## src/rtl/seq_signed_divider.sv

```systemverilog
// seq_signed_divider
//   Sequential two's-complement divider. The operand magnitudes go through
//   an unsigned restoring divider, one quotient bit per clock, and the signs
//   are applied in a final fix-up cycle. Latency is WIDTH+1 clocks from the
//   accepting edge, whatever the operands are.
//
// Ports
//   clk         system clock, rising edge
//   rst         synchronous active-high reset; aborts a running division
//   start       request, sampled only while busy=0
//   dividend    signed dividend, sampled on the accepting edge
//   divisor     signed divisor, sampled on the accepting edge
//   busy        high while a division is in progress
//   done        one-cycle pulse when the result registers are written
//   quotient    signed quotient, truncated toward zero
//   remainder   signed remainder, sign follows the dividend
//   div_by_zero the last result had a zero divisor
//   overflow    the last result was most-negative / -1 (quotient wraps)
module seq_signed_divider #(
    parameter int unsigned WIDTH = 8
) (
    input  logic             clk,
    input  logic             rst,
    input  logic             start,
    input  logic [WIDTH-1:0] dividend,
    input  logic [WIDTH-1:0] divisor,
    output logic             busy,
    output logic             done,
    output logic [WIDTH-1:0] quotient,
    output logic [WIDTH-1:0] remainder,
    output logic             div_by_zero,
    output logic             overflow
);

    localparam int unsigned    CW       = $clog2(WIDTH);
    localparam logic [WIDTH-1:0] MOST_NEG = {1'b1, {(WIDTH-1){1'b0}}};

    typedef enum logic [1:0] {
        IDLE,
        DIV,
        FIX
    } state_t;

    state_t           state_q;
    logic [CW-1:0]    cnt_q;
    logic [WIDTH-1:0] rem_q, quo_q, dvs_q;
    logic             sa_q, sb_q, dbz_q, ovf_q;

    logic [WIDTH-1:0] rem_d, quo_d;
    logic [WIDTH-1:0] a_abs, b_abs;
    logic [WIDTH-1:0] q_fix, r_fix;
    logic [WIDTH:0]   shifted, trial;
    logic             is_zero, is_ovf;

    always_comb begin
        // |most-negative| = 2^(WIDTH-1) is still exact as an unsigned WIDTH-bit value
        a_abs   = dividend[WIDTH-1] ? -dividend : dividend;
        b_abs   = divisor[WIDTH-1]  ? -divisor  : divisor;
        is_zero = (divisor == '0);
        is_ovf  = (dividend == MOST_NEG) && (divisor == '1);

        // One restoring step: shift {rem,quo} left, try subtracting the divisor.
        // A set MSB of the WIDTH+1-bit trial means the subtraction went negative.
        shifted = {rem_q, quo_q[WIDTH-1]};
        trial   = shifted - {1'b0, dvs_q};
        if (!trial[WIDTH]) begin
            rem_d = trial[WIDTH-1:0];
            quo_d = {quo_q[WIDTH-2:0], 1'b1};
        end else begin
            rem_d = shifted[WIDTH-1:0];
            quo_d = {quo_q[WIDTH-2:0], 1'b0};
        end

        // With a zero divisor every trial succeeds, so the magnitude remainder
        // already equals |dividend|; only the quotient needs forcing to all ones.
        q_fix = dbz_q ? '1 : ((sa_q ^ sb_q) ? -quo_q : quo_q);
        r_fix = sa_q ? -rem_q : rem_q;
    end

    always_ff @(posedge clk) begin
        if (rst) begin
            state_q     <= IDLE;
            cnt_q       <= '0;
            rem_q       <= '0;
            quo_q       <= '0;
            dvs_q       <= '0;
            sa_q        <= 1'b0;
            sb_q        <= 1'b0;
            dbz_q       <= 1'b0;
            ovf_q       <= 1'b0;
            busy        <= 1'b0;
            done        <= 1'b0;
            quotient    <= '0;
            remainder   <= '0;
            div_by_zero <= 1'b0;
            overflow    <= 1'b0;
        end else begin
            done <= 1'b0;
            case (state_q)
                IDLE: begin
                    if (start) begin
                        rem_q   <= '0;
                        quo_q   <= a_abs;
                        dvs_q   <= b_abs;
                        sa_q    <= dividend[WIDTH-1];
                        sb_q    <= divisor[WIDTH-1];
                        dbz_q   <= is_zero;
                        ovf_q   <= is_ovf;
                        cnt_q   <= '0;
                        busy    <= 1'b1;
                        state_q <= DIV;
                    end
                end
                DIV: begin
                    rem_q <= rem_d;
                    quo_q <= quo_d;
                    cnt_q <= cnt_q + CW'(1);
                    if (cnt_q == CW'(WIDTH - 1)) begin
                        state_q <= FIX;
                    end
                end
                FIX: begin
                    quotient    <= q_fix;
                    remainder   <= r_fix;
                    div_by_zero <= dbz_q;
                    overflow    <= ovf_q;
                    done        <= 1'b1;
                    busy        <= 1'b0;
                    state_q     <= IDLE;
                end
                default: begin
                    state_q <= IDLE;
                end
            endcase
        end
    end

endmodule

```

## config.mk

```make
export PLATFORM = sky130hd
export DESIGN_NAME = seq_signed_divider
export DESIGN_NICKNAME = d
export VERILOG_FILES = /design/src/rtl/seq_signed_divider.sv
export SDC_FILE = /design/constraint.sdc
export NUM_CORES = 1
export LEC_CHECK = 0
export ABC_AREA = 1
export CAP_MARGIN = 20
export CORE_MARGIN = 3
export CORE_UTILIZATION = 55
export DETAILED_ROUTE_END_ITERATION = 16
export GPL_TIMING_DRIVEN = 1
export PLACE_DENSITY = 0.79
export SLEW_MARGIN = 15
export SYNTH_ARGS = -nofsm -noshare
export SYNTH_HDL_FRONTEND = slang
export SYNTH_SLANG_ARGS = --single-unit
```

## constraint.sdc

```tcl
create_clock -name clk -period 2.5 [get_ports clk]
set_clock_uncertainty 0.1 [all_clocks]
set_input_delay 0.625 -clock clk [delete_from_list [all_inputs] [get_ports clk]]
set_output_delay 0.625 -clock clk [all_outputs]
set_load 0.02 [all_outputs]
```

==> results summary <==
The biggest cell delay along the critical path came out at 400 ps. In this run, post-CTS hold repair placed 0 buffers. The via count of the first global-routing pass came out at approximately 2700. The sum of buffers and inverters on the critical path came out at 2.

The effective utilization at floorplan came out at around three fifths. The reg-to-reg startpoint is quo_q[7]. The floorplan step set the die height to between 80 and 90 um.

CTS placed an instance of sky130_fd_sc_hd__clkbuf_8 at the clock tree root. In the post-synthesis netlist, the biggest area contributors are sky130_fd_sc_hd__dfxtp_1 34%, sky130_fd_sc_hd__nand2_1 14%, sky130_fd_sc_hd__inv_1 7.0%. The routability congestion estimate from global placement is a little under 0.9. The clock period minus final worst setup slack is ~2100 ps. The number of antenna violations at the first check in global routing came out at 0. The fraction of registers with async set/reset came out at 0%. The final routed wirelength across all metal layers came out at 6940 um. The top cell type's share of synthesized area is around 34%. The relative area change from synthesis to final layout is 17.8%. In this run the horizontal extent of the chip is between 80 and 90 um. The per-cell via count in the routed design came out at 5.27.

The maximum fanout along the worst path is 9. The most used flip-flop cell after synthesis is sky130_fd_sc_hd__dfxtp_1. In this run the remaining antenna-violating nets after routing total 0. The worst setup path is captured at a register.

The number of gates given a new drive strength after cts is 0. The path depth of the worst reg2reg path is 12. The kind of cell with the highest combined delay on the critical path is simple AND/OR/NAND/NOR gates. The wire length per cell after detailed routing came out at 12.2 um. The number of diodes added for antenna fixing is 0. The H-tree was split into 2 levels. The number of clock sinks seen by CTS came out at 53. The iteration-0 DRC count of the detailed router is between 150 and 200. Detailed placement finished with a half-perimeter wire length of between 5000 and 6000 um.

The core area is approximately 5300 um^2. The post-place instance area is approximately 3600 um^2. The total setup violations reported at the end of the flow came out at 0. The first global-routing pass estimated around 12000 um of wire. The leakage component of the power came out at 1.68 nW. Based on the critical path, the design can be clocked at up to 476 MHz. The number of flip-flops and latches in the synthesized netlist is 53. The top cell type by total area after synthesis is sky130_fd_sc_hd__dfxtp_1. The fraction of final layout cells with drive strength greater than 1 came out at under 10%. The all-layer global routing usage is between 20% and 30%. IR analysis of the VDD net gives a maximum drop of around 0.00043 V.

The tightest hold path in the finished design has a slack of 365 ps. For this run the aggregate overflow at the end of global routing stands at 0. The number of vias in the routed layout is ~3000.

The worst setup margin is roughly 400 ps. The required time of the critical path is roughly 2600 ps. Once layout is done, the placed cells without fillers occupy roughly 3700 um^2. The tool flagged a number of max-cap violations equal to 0. Setup repair after global routing left no endpoint under its margin. The max-slew violation total from the final report was 0. In this run the tightest slew margin relative to its limit is ~74%. The count of standard-cell rows came out at 26. The buffer levels on the longest clock path is 2. Setup slack on the worst reg-to-reg path comes out at approximately 400 ps.

The largest net degree at the start of global routing is 29. At the pin with the least slew margin, the transition time is 391 ps. The worst hold path begins at busy. The number of nets in the synthesized netlist is between 400 and 500. The slowest stage of the critical path is the sky130_fd_sc_hd__fa_1 cell. At the end of the flow, the number of nets in the layout was approximately 530. Counting distinct cell types in the post-synthesis netlist gives 33. Dividing the final minimum period by the clock period gives 84.0%.

At the later pin of the worst-skew pair, clock insertion delay measures approximately 300 ps. Counting the buffers created by CTS gives 5. The synthesized instance count is roughly 460. The synthesized area per cell is ~6.8 um^2. TritonCTS built the clock tree.

Traced cell by cell, the critical path runs through inv_1 -> ha_1 -> inv_1 -> fa_1 -> nand2_1 -> nand2_2 -> nand3_4 -> nand3_4 -> nand2_4 -> nand2_1 -> nand3_1 -> a21oi_1. The number of post-CTS setup repair buffers is 0. The number of hold-slack violations in the final timing report came out at 0. The class of the most critical hold timing path is register to register. The most frequent cell after synthesis is sky130_fd_sc_hd__nand2_1. The data arrival time at the worst-slack endpoint is 2180 ps.

The worst setup path is launched from a register. The run finished with clean final reports. After detailed routing, the number of remaining DRC violations is 0. The number of warnings printed during yosys synthesis is 0. The register clock-pin slew on the reported worst setup and hold paths is ~90 ps. The capture endpoint of the worst hold path is busy. The worst setup path is of the register to register kind.

The number of synthesized flops with an enable pin is 0. OpenSTA, run right after detailed placement, puts the worst setup slack at ~280 ps. Summing every instance area after synthesis gives 3140 um^2.

The count of input and output buffers came out at 38. The first-pass detailed-route iteration total is 5. The floorplan step defined a die boundary enclosing 6660 um^2.

By count the netlist is led by 115 x sky130_fd_sc_hd__nand2_1, 59 x sky130_fd_sc_hd__inv_1, 53 x sky130_fd_sc_hd__dfxtp_1. The power per cell area came out at roughly 750 nW/um^2. Counting instances, the worst hold path has a depth of 2. The total negative slack is 0 ps. The share of synthesized area occupied by flip-flops and latches came out at 33.8%. The number of top-level design ports came out at 39.

The worst reg2reg path endpoint is rem_q[0].
==> report_power, final <==
part           internal, mW  switching (mW)
clock                 0.219           0.272
combinational         0.486           0.799
sequential            0.910          0.0787
==> placed cells by master, fill, tap and decap left out, drive strengths merged, types with 3 or more instances in the layout <==
cell and count:
a21oi 36, nand2 120, nand4 6, nor2 32
xor2 11, o21ai 26, ha 15, buf 6
o221ai 8, nand3 43, clkdlybuf4s50 38, inv 74
nor3 3, clkbuf 6, dfxtp 53, a31oi 8
nand3b 3
==> registers in the layout, indices dropped and copies added (netlist names), 2 cells and up <==
| register | flops |
|---|---|
| dvs_q | 8 |
| quo_q | 8 |
| quotient | 8 |
| rem_q | 8 |
| remainder | 8 |
| cnt_q | 3 |
| state_q | 2 |
==> area by class of cell <==
| cell class | instances | area (um^2) |
|---|---|---|
| multi-input cells | 319 | 1750 |
| fillers | 460 | 1600 |
| flip-flops and latches | 53 | 1060 |
| repair buffers | 44 | 438 |
| inverters | 74 | 278 |
| well taps | 70 | 87.6 |
| clock buffers | 6 | 82.6 |
| clock inverters | 1 | 7.51 |
==> through the flow <==
step / power [mW] / std cells / utilization, %
finish: 2.77 / 567 / 69.8
global route: 3.01 / 567 / 69.8
CTS: 2.76 / 567 / 69.8
detailed placement: 2.28 / 560 / 68.1
global placement: 2.25 / 560 / 68.1
floorplan: 2.02 / 459 / -
==> worst register-to-register path: stages (launching register included) <==
cell and delay (ps):
sky130_fd_sc_hd__dfxtp_1 320, sky130_fd_sc_hd__inv_1 140, sky130_fd_sc_hd__ha_1 170, sky130_fd_sc_hd__inv_1 70
sky130_fd_sc_hd__fa_1 400, sky130_fd_sc_hd__nand2_1 90, sky130_fd_sc_hd__nand2_2 80, sky130_fd_sc_hd__nand3_4 120
sky130_fd_sc_hd__nand3_4 140, sky130_fd_sc_hd__nand2_4 150, sky130_fd_sc_hd__nand2_1 60, sky130_fd_sc_hd__nand3_1 70
sky130_fd_sc_hd__a21oi_1 60
==> cells by family after synthesis <==
kind of cell	count (synthesis)	synth area share [%]
xor gates and xnor gates	13	3.62
DFF	53	33.8
and+or+nand+nor	209	30.5
AOI/OAI and AO/OA	81	14.9
adders and majority gates	16	6.61
buffers and inverters	87	10.7
==> how the worst max path moves through the flow <==
stage          startpoint  endpoint  slack, ps  depth (start not counted)
2_1_floorplan    quo_q[7]  rem_q[7]        620                         12
3_3_place_gp   divisor[0]  dvs_q[6]        340                          9
3_5_place_dp   divisor[0]  dvs_q[6]        280                          9
4_1_cts          quo_q[7]  rem_q[0]        410                         12
5_1_grt          quo_q[7]  rem_q[2]        260                         12
6_report         quo_q[7]  rem_q[0]        400                         12
==> per-layer routing <==
metal	GRT usage (%)	share of wire (%)	vias up
met2	36.2	45	87
met4	4.82	0.89	0
met1	32.2	49	1330
met3	3.62	5.2	7
met5	0	0	-
li1	-	-	1565
Note: power is estimated with default switching activity, not from simulation.
